## config.mk

```make
export PLATFORM = sky130hd
export DESIGN_NAME = mem_arbiter
export DESIGN_NICKNAME = d
export VERILOG_FILES = /design/src/rtl/mem_arbiter.sv
export SDC_FILE = /design/constraint.sdc
export NUM_CORES = 1
export LEC_CHECK = 0
export CORE_MARGIN = 2
export CORE_UTILIZATION = 50
export CTS_BUF_LIST = sky130_fd_sc_hd__clkbuf_8
export CTS_CLUSTER_DIAMETER = 200
export DETAILED_ROUTE_END_ITERATION = 6
export DONT_BUFFER_PORTS = 1
export SYNTH_ARGS = -nofsm -noshare
export SYNTH_HDL_FRONTEND = slang
export SYNTH_SLANG_ARGS = --single-unit
```

## constraint.sdc

```tcl
create_clock -name clk -period 4.55 [get_ports clk]
set_input_delay 0.91 -clock clk [delete_from_list [all_inputs] [get_ports clk]]
set_output_delay 0.91 -clock clk [all_outputs]
set_load 0.01 [all_outputs]
```

## src/rtl/mem_arbiter.sv

```systemverilog
// mem_arbiter: two-requester (fetch/data) arbiter in front of a 1-cycle-latency memory.
// Define ARB_STARVE_GUARD_EN to let fetch win after STARVE_LIMIT consecutive data grants.
module mem_arbiter #(
    parameter int MEMORY_SIZE  = 32,
    parameter int ADDR_WIDTH   = 16,
    parameter int STARVE_LIMIT = 4
) (
    input  logic                  clk,
    input  logic                  rst,
    input  logic                  if_req,
    input  logic [ADDR_WIDTH-1:0] if_addr,
    output logic                  if_gnt,
    output logic [15:0]           if_rdata,
    output logic                  if_rvalid,
    input  logic                  d_req,
    input  logic                  d_we,
    input  logic [ADDR_WIDTH-1:0] d_addr,
    input  logic [15:0]           d_wdata,
    output logic                  d_gnt,
    output logic [15:0]           d_rdata,
    output logic                  d_rvalid,
    output logic                  mem_en,
    output logic                  mem_we,
    output logic [ADDR_WIDTH-1:0] mem_addr,
    output logic [15:0]           mem_wdata,
    input  logic [15:0]           mem_rdata,
    output logic                  err
);
    typedef enum logic {IDLE, RESP} state_t;
    localparam logic [31:0] MEM_SIZE_U = MEMORY_SIZE;
    state_t state_q, state_d;
    logic own_d_q, own_d_d, we_q, we_d, oor_q, oor_d;
    logic [15:0] if_hold_q, if_hold_d, d_hold_q, d_hold_d, resp_data;
    logic [ADDR_WIDTH-1:0] sel_addr;
    logic fetch_pri, idle, resp, gnt, oor;
`ifdef ARB_STARVE_GUARD_EN
    localparam int CW = $clog2(STARVE_LIMIT + 1);
    logic [CW-1:0] cnt_q, cnt_d;
    always_comb begin
        fetch_pri = cnt_q == CW'(STARVE_LIMIT);
        cnt_d     = cnt_q;
        if (!if_req || if_gnt) cnt_d = '0;
        else if (d_gnt && !fetch_pri) cnt_d = cnt_q + 1'b1;
    end
    always_ff @(posedge clk) begin
        if (rst) cnt_q <= '0;
        else     cnt_q <= cnt_d;
    end
`else
    assign fetch_pri = 1'b0;
`endif
    // Reset masks outputs combinationally so an in-flight RESP never shows rvalid.
    always_comb begin
        idle      = state_q == IDLE && !rst;
        resp      = state_q == RESP && !rst;
        d_gnt     = idle && d_req && !(fetch_pri && if_req);
        if_gnt    = idle && if_req && !d_gnt;
        gnt       = if_gnt || d_gnt;
        sel_addr  = d_gnt ? d_addr : if_addr;
        oor       = 32'(sel_addr) >= MEM_SIZE_U;
        mem_en    = gnt && !oor;
        mem_we    = mem_en && d_gnt && d_we;
        mem_addr  = gnt ? sel_addr : '0;
        mem_wdata = d_gnt ? d_wdata : '0;
        if_rvalid = resp && !own_d_q;
        d_rvalid  = resp && own_d_q;
        err       = resp && oor_q;
        resp_data = (oor_q || we_q) ? 16'h0 : mem_rdata;
        if_rdata  = if_rvalid ? resp_data : if_hold_q;
        d_rdata   = d_rvalid ? resp_data : d_hold_q;
        state_d   = gnt ? RESP : IDLE;
        own_d_d   = gnt ? d_gnt : own_d_q;
        we_d      = gnt ? (d_gnt && d_we) : we_q;
        oor_d     = gnt ? oor : oor_q;
        if_hold_d = if_rdata;
        d_hold_d  = d_rdata;
    end
    always_ff @(posedge clk) begin
        if (rst) begin
            state_q   <= IDLE;
            own_d_q   <= 1'b0;
            we_q      <= 1'b0;
            oor_q     <= 1'b0;
            if_hold_q <= '0;
            d_hold_q  <= '0;
        end else begin
            state_q   <= state_d;
            own_d_q   <= own_d_d;
            we_q      <= we_d;
            oor_q     <= oor_d;
            if_hold_q <= if_hold_d;
            d_hold_q  <= d_hold_d;
        end
    end
endmodule

```

---- Word level (Yosys, flattened, before mapping) ----
Index checks and enable logic that the tools add are counted.
storage, ports and cells
  bits in registers ....................... 36
  input port bits ......................... 69
  output and inout bits ................... 71
  logic and storage cells ................. 33
cells by class
  magnitude comparators ................... 1
  muxes and demuxes ....................... 7
  bitwise logic cells ..................... 1
  reductions and logical operators ........ 18
operators with widths
  kind                                                                    count
  16-bit 2-to-1 mux                                                       6
  16-bit by 6-bit >= comparator with 1-bit output, second input constant  1
  1-bit logical AND                                                       12
  1-bit logical NOT                                                       4
  1-bit logical OR                                                        2
  1-bit 2-to-1 mux                                                        1
  1-bit inverter                                                          1

---- Depth between registers and ports, before layout ----
Gate-level depths: netlist of run 1.
  word-level depth ........................ 9
  depth in mapped cells ................... 6
  depth with buffers taken out ............ 4

---- Least setup slack after synthesis of run 1 ----
Ideal clock, no wire load.
  path kind ............................... input port to output port
  start ................................... input port rst
  end ..................................... output port mem_addr[12]
  arrival time ............................ 1931 ps
  path slack .............................. 1709 ps
  stages on the path ...................... 6
  buffers on the path ..................... 2
  path through ............................ or3b_1 -> buf_2 -> clkinv_2 -> buf_2 -> nand2_1 -> a21oi_1
between the ends
  cells in the longest elaborated chain, start to end .. 7
  elaborated cells on any way between the ends .. 9
  classes of those cells .................. mux: 2; reduce/logical: 7
RTL lines
  what                 line  source
  start, declared      9     input logic rst,
  1-bit logical NOT *  54    idle = state_q == IDLE && !rst;
  1-bit logical AND *  54
  1-bit logical AND    56    d_gnt = idle && d_req && !(fetch_pri && if_req);
  1-bit logical NOT    57    if_gnt = idle && if_req && !d_gnt;
  1-bit logical AND    57
  1-bit logical OR     58    gnt = if_gnt || d_gnt;
  16-bit 2-to-1 mux *  63    mem_addr = gnt ? sel_addr : '0;
  end, declared        24    output logic [ADDR_WIDTH-1:0] mem_addr,
Mark *: on every way between the ends. The rest lies on a longest branch, timed or not.

---- Final worst setup path of run 1 ----
  start ................................... input port rst
  end ..................................... output port d_rdata[5]
between the ends
  cells in the longest elaborated chain, start to end .. 4
RTL lines
  what               line  source
  1-bit logical NOT  55    resp = state_q == RESP && !rst;
  1-bit logical AND  55
  1-bit logical AND  66    d_rvalid = resp && own_d_q;
  via d_rvalid       21    output logic d_rvalid,
  16-bit 2-to-1 mux  70    d_rdata = d_rvalid ? resp_data : d_hold_q;
  end, declared      20    output logic [15:0] d_rdata,
The timed path passes the listed nets, and every way through them passes these cells.

==> results of run 1 <==
## stage by stage
stage	hold slack, ns	utilization, %	power [mW]	setup WS [ns]	cells
floorplan	0.4443	-	0.4188	1.709	279
global placement	0.4445	51.85	0.4239	1.115	310
detailed placement	0.4516	51.85	0.4247	1.133	310
CTS	0.4609	54.28	0.6498	1.122	318
global route	0.4782	54.28	0.6782	0.9235	318
finish	0.4599	54.28	0.6425	1.111	318
## synthesized netlist by cell type (all sizes together)
cell type	number	share of area, %
o21ai	1	0.26
nand2	98	19
a21oi	53	15
inv	2	0.38
or2	1	0.32
nand3	32	11
a21bo	1	0.51
nand4	2	0.64
nor4	5	1.6
clkinv	3	0.90
a41o	1	0.51
nor3	2	0.51
nand3b	1	0.38
nand2b	2	0.64
and3b	1	0.45
nor2	2	0.38
dfxtp	36	37
and2	16	5.1
buf	9	3.2
or3b	2	0.90
clkbuf	9	1.7
## sequential cells by signal, summed over array words and instances, names as in the netlist
| register | cells |
|---|---|
| d_hold_q | 16 |
| if_hold_q | 16 |
| oor_q | 1 |
| own_d_q | 1 |
| state_q | 1 |
| we_q | 1 |
## layout make-up
cell class / count / area [um2] / area share, %
multi-input combinational: 220 / 1114 / 55.21
sequential: 36 / 720.7 / 35.73
clock buffer: 6 / 82.58 / 4.094
tap: 48 / 60.06 / 2.978
inverter: 5 / 25.02 / 1.241
clock inverter: 2 / 7.507 / 0.3722
timing repair buffer: 1 / 7.507 / 0.3722
## worst max-delay path, cell delays in order
cell and delay (ns):
nand3b_1 0.48, clkinv_1 0.67, nand3_1 0.31, nand2_1 0.15
## worst paths after layout
| check | slack, ns | start | cells past startpoint | endpoint |
|---|---|---|---|---|
| max | 1.11 | rst | 4 | d_rdata[5] |
| min reg2reg | 0.46 | d_hold_q[7] | 2 | d_hold_q[7] |
| max reg2reg | 2.48 | state_q | 4 | d_hold_q[5] |
| min | 0.46 | d_hold_q[7] | 2 | d_hold_q[7] |
## layer usage
metal / global-route usage, % / vias to the layer above / wire length (um)
li1: - / 913 / -
met1: 25.18 / 789 / 1908
met4: 9.949 / 0 / 80
met2: 35.63 / 88 / 2469
met5: 0 / - / 0
met3: 6.588 / 8 / 453
## cells by family (layout without fill, tap and decap cells)
group | after synthesis | in the layout | share of synthesized area (%)
AO/OA/AOI/OAI | 56 | 56 | 16.59
buffers and inverters | 23 | 14 | 6.213
flip-flops | 36 | 36 | 36.90
AND/OR/NAND/NOR | 164 | 164 | 40.30
## power by group through the flow
stage	Clock [mW]	Combinational, mW	Sequential, mW
finish	0.226	0.0889	0.327
floorplan	0	0.0855	0.333
global placement	0	0.0893	0.335
global route	0.252	0.0977	0.328
CTS	0.232	0.0901	0.328
detailed placement	0	0.0899	0.335
==> results by stage, run 1 <==
Status:
- The run finished with clean final reports.

Timing:
- The slew at the pin with the worst max-slew slack is 0.6496 ns.
- The worst pin sits at a relative slew slack of 56.56%.
- The max-slew violation count is 0.
- Setup repair after global routing left no endpoint under its margin.
- The routed design could run at a clock period as short as ~3.4 ns.
- The setup total negative slack is 0 ns.
- Setup violations remaining at the end of the flow were counted as 0.
- Dividing the final minimum period by the clock period gives between 70 and 80%.
- The worst clock skew is 0.004473 ns.
- The fmax is ~0.29 GHz.
- The number of failing hold endpoints at the final stage came to 0.

GRT:
- In the global route stage, overall resource usage came out at 21.47%.
- The initial antenna violation count was 0.
- The wire length of the first global-routing pass is 7.155 mm.
- Entering global routing, the biggest net connects 42 pins.
- The via count of the first global-routing pass came to 1543.
- For this run the aggregate overflow at the end of global routing stands at 0.

Floorplanning:
- The initial standard-cell utilization of the core is 52.56%.
- The count of boundary I/O pins is 140.
- The number of rows created at floorplan is 22.
- The overall die width is between 60 and 70 um.
- The full die area is 0.004422 mm2.
- The core box area is 0.003716 mm2.
- The die extent in y is roughly 67 um.

Logic synthesis:
- The distinct cell type count after synthesis is 29.
- For this run, the number of Yosys warnings is 0.
- The post-synthesis sequential area ratio is 36.90%.
- Counting every net in the synthesized netlist gives between 300 and 400.
- The register bit total from synthesis is 36.
- The area of the mapped netlist is between 0.0015 and 0.002 mm2.
- The synthesized area per cell is 7.000 um2.
- The cell count after synthesis is 279.

Pwr:
- In this run the power spent charging and discharging nets is 0.1765 mW.
- The share of total power in the clock network is between 30% and 40%.
- Internal power comes to 0.4660 mW.
- The fraction of power consumed by combinational cells is 13.8%.
- The switching portion of total power is 27.47%.
- The sequential fraction of design power is 51.0%.
- Dividing total power by cell area gives a power density of 318.6 mW/mm2.
- Summed over all cells, the static leakage comes to just under 0.9 nW.
- The worst voltage drop across the vdd grid is around 0.12 mV.

Final layout:
- Compared with the post-synthesis result, the final layout area differs by 3.267%.
- The number of diodes added for antenna fixing is 0.
- The fraction of final layout cells with drive strength greater than 1 is between 10% and 20%.
- The post-route cell area is about 0.0020 mm2.
- The final net count is 338.
- The layout has 383 filler cells.
- In the layout the commonest cells are 98 x nand2_1, 44 x a21oi_1, 36 x dfxtp_1, 23 x nand3_1, 16 x and2_1.
- Leaving out fill and tap cells, the most frequent cell in the layout is nand2_1.

Worst setup path:
- STA puts the critical path data required time at between 3 and 4 ns.
- The worst setup path is launched from an input pin.
- The sort of element at the end of the critical path is an output port.
- The largest fanout on the critical path is 41.
- The kind of critical path is input pin to output port.
- Data arrives at the worst endpoint at approximately 2.5 ns.

Clock network:
- At the later pin of the worst-skew pair, clock insertion delay measures between 0.2 and 0.3 ns.
- The number of buffers added to fix hold violations after cts is 0.
- The post-cts gate resize count is 0.
- The CTS tree is done.
- Clock tree synthesis selected as its root buffer the cell clkbuf_8.
- The clock passes through at most 2 buffers.
- In this run, CTS created clock tree buffers numbering 5.
- The number of buffers added for setup after CTS is 0.
- CTS built an H-tree with a depth of 2.
- The clock transition time at the flip-flop clock pins of the worst setup and hold paths is 0.06 ns.
- The TritonCTS sink count is 36.

Routing:
- Dividing the detail-routed wire length by the instance count gives about 15 um.
- The number of DRC violations after detailed routing is 0.
- The total iterations of the first detailed-routing run is 4.
- The iteration-0 DRC count of the detailed router is roughly 110.
- The count of vias placed by the detailed router is 1798.
- The remaining number of nets flagged by the antenna check after routing is 0.
- Dividing the detail-routed via count by the number of cells gives approximately 5.7.
- After detailed routing, the total wire length is 4.912 mm.

Placement:
- Buffers placed on the I/O ports in this run total 0.
- Routability-driven placement finished with a final weighted congestion of 0.7377.
- The HPWL after detailed placement is 3.652 mm.
- The placed cell area is around 0.0019 mm2.

Run:
- The tool flagged a number of max-cap violations equal to 0.

Worst hold path:
- The worst hold path class is flip-flop to flip-flop.
Power figures use the tool's default switching activity.
==> run 2: changes to the inputs <==
PLACE_DENSITY = 0.68   (was unset)
clock period = 3.1 ns   (was 4.55 ns; I/O delays follow)
==> run 2 against run 1 <==
Sequential cell count did not move. Clock-buffer cell count did not move. Final cell count grew 0.63%. Critical endpoint is now if_rdata[15]. Design area rose by 0.74%.
==> results by stage, run 2 (synthesis gave the netlist of run 1 again) <==
Placement:
- Input and output buffers added on the ports amount to 0.
- The half-perimeter wire length of the detailed placement result is ~3.7 mm.
- The congestion estimate from routability-driven global placement came to 0.7418.

Timing:
- The worst slew margin relative to its limit is 58.46%.
- The clock period could shrink to 2.552 ns.
- Across all hold checks on the routed design, the worst slack comes to 0.4029 ns.
- Timing would allow up to ~0.39 GHz.
- The setup violation total in the final timing report is 0.
- The number of failing hold endpoints at the final stage was 0.
- The setup total negative slack is 0 ns.
- For the pin with the worst max-slew slack, the measured transition is around 0.62 ns.
- Setup repair after global routing left no endpoint under its margin.
- The max-slew violation count was 0.
- The clock arrives with between 0.004 and 0.005 ns of skew.
- In the finished design, the share of the clock period the worst path needs comes to slightly above 80%.

Final layout:
- The total of fill cells in the finished design is 367.
- In the layout the commonest cells are 98 x nand2_1, 44 x a21oi_1, 36 x dfxtp_1, 23 x nand3_1, 16 x and2_1.
- The synthesis-to-layout area growth is 4.036%.
- The library cell used most frequently in the layout, excluding fill and tap cells, is nand2_1.
- The final net count is 340.
- The largest registers in the layout are d_hold_q x16, if_hold_q x16.
- The number of antenna diodes in the final layout is 0.
- Cells with a size suffix above 1 make up a little under an eighth of the layout.

Clock network:
- Buffers inserted during clock tree synthesis total 5.
- The CTS tree is done.
- In this run, post-CTS hold repair placed 0 buffers.
- The post-cts gate resize count is 0.
- The clock drives 36 sinks.
- The clock transition time at the flip-flop clock pins of the worst setup and hold paths is 0.06 ns.
- The H-tree was split into 2 levels.
- After clock tree synthesis, the setup repair step added 0 buffers.
- In this run the deepest clock path goes through 2 buffers.
- The root cell of the clock tree is clkbuf_8.
- Clock latency on the worst-skew pair, taken at its later pin, is ~0.28 ns.

Routing:
- The wire length after detailed routing is a little under 5 mm.
- The count of vias placed by the detailed router is 1810.
- The total iterations of the first detailed-routing run is 5.
- The per-cell via count in the routed design is between 5 and 6.
- The number of DRC violations after detailed routing is 0.
- The count of nets left with antenna violations once routing finished came out at 0.
- After detailed routing, the average wire length per cell comes to 15.28 um.
- The iteration-0 DRC count of the detailed router is 137.

Worst setup path:
- The worst reg2reg path startpoint is state_q.
- For the worst setup path, the data required time is 2.48 ns.
- The kind of critical path is flip-flop to output port.
- The sort of element at the end of the critical path is an output port.
- The startpoint type of the worst setup path is a flip-flop.
- The largest fanout on the critical path is 17.
- At the worst endpoint, the arrival time is 1.93 ns.
- The critical path startpoint is state_q.

Floorplanning:
- 140 I/O pins were placed.
- The initial standard-cell utilization of the core is between 50% and 60%.
- The full die area is 0.004422 mm2.
- The die is 66.50 um wide.
- Row generation in the floorplan step produced 22 rows.
- The core region is 0.003716 mm2.
- The die extent in y is 66.50 um.

GRT:
- The met2 global-route usage is 37.88%.
- Global routing consumed, on the met1 layer, 22.92% of the routing resources.
- The wire length of the first global-routing pass is 7.113 mm.
- Entering global routing, the biggest net connects 42 pins.
- The via count of the first global-routing pass is 1630.
- The initial antenna violation count is 0.
- After global routing the overflow that remains totals 0.
- The layer with the highest usage after global routing is met2.
- Global routing used 20.99% of the available tracks.
- The global routing usage on met3 is 5.405%.

Worst hold path:
- In this run the most critical hold path is launched from rst.
- The worst hold path class is input pin to flip-flop.

Pwr:
- For this design the ratio of total power to cell area is around 460 mW/mm2.
- The worst voltage drop across the vdd grid is 0.1778 mV.
- Summed over all cells, the static leakage comes to 0.8924 nW.

Status:
- The flow ran to the end, and the final reports show no timing, DRC or antenna violations.

Run:
- The max-capacitance violation count is 0.
==> run 2: cell types whose count changed in the layout (fill, tap and decap cells not counted), sizes merged <==
cell | before | now
buf | 1 | 3
==> run 2: worst paths after layout <==
path	endpoint	slack, ns	cells past startpoint
worst max-delay path	if_rdata[15]	0.55	4
worst min-delay path	d_hold_q[15]	0.40	1
worst max register to register	if_hold_q[1]	1.37	4
worst min register to register	d_hold_q[3]	0.46	2
==> run 2: per-layer routing <==
metal | up-vias | wire length, um
met5 | - | 0
met4 | 0 | 85
met3 | 8 | 447
met2 | 91 | 2487
met1 | 799 | 1869
li1 | 912 | -
==> run 2: critical path, stage by stage, from the launching register on <==
cell and delay [ns]:
dfxtp_1 0.44, or3b_1 0.65, clkinv_4 0.28, nand3_1 0.12, nand2_1 0.15
==> run 2: final cells by class <==
class,instances,area [um2],share of cell area (%)
Tap cell,48,60.06,2.956
Timing Repair Buffer,3,22.52,1.108
Sequential cell,36,720.7,35.47
Clock inverter,2,7.507,0.3695
Inverter,5,25.02,1.232
Clock buffer,6,82.58,4.064
Multi-Input combinational cell,220,1114,54.80
==> run 2: stage by stage <==
stage	instances	total power, mW	cell area, um2	utilization (%)	setup slack (ns)
floorplan	279	0.6146	1953	-	0.8395
global placement	312	0.6228	1942	52.26	0.6627
detailed placement	312	0.6241	1942	52.26	0.6183
CTS	320	0.9469	2032	54.68	0.5316
global route	320	0.9788	2032	54.68	0.4131
finish	320	0.9357	2032	54.68	0.5484
==> run 2: report_power, final <==
part	internal [mW]	switching, mW	leakage [nW]
Sequential	0.475	0.00601	0.292
Clock	0.174	0.148	0.0538
Combinational	0.0360	0.0963	0.547
Total	0.685	0.251	0.892
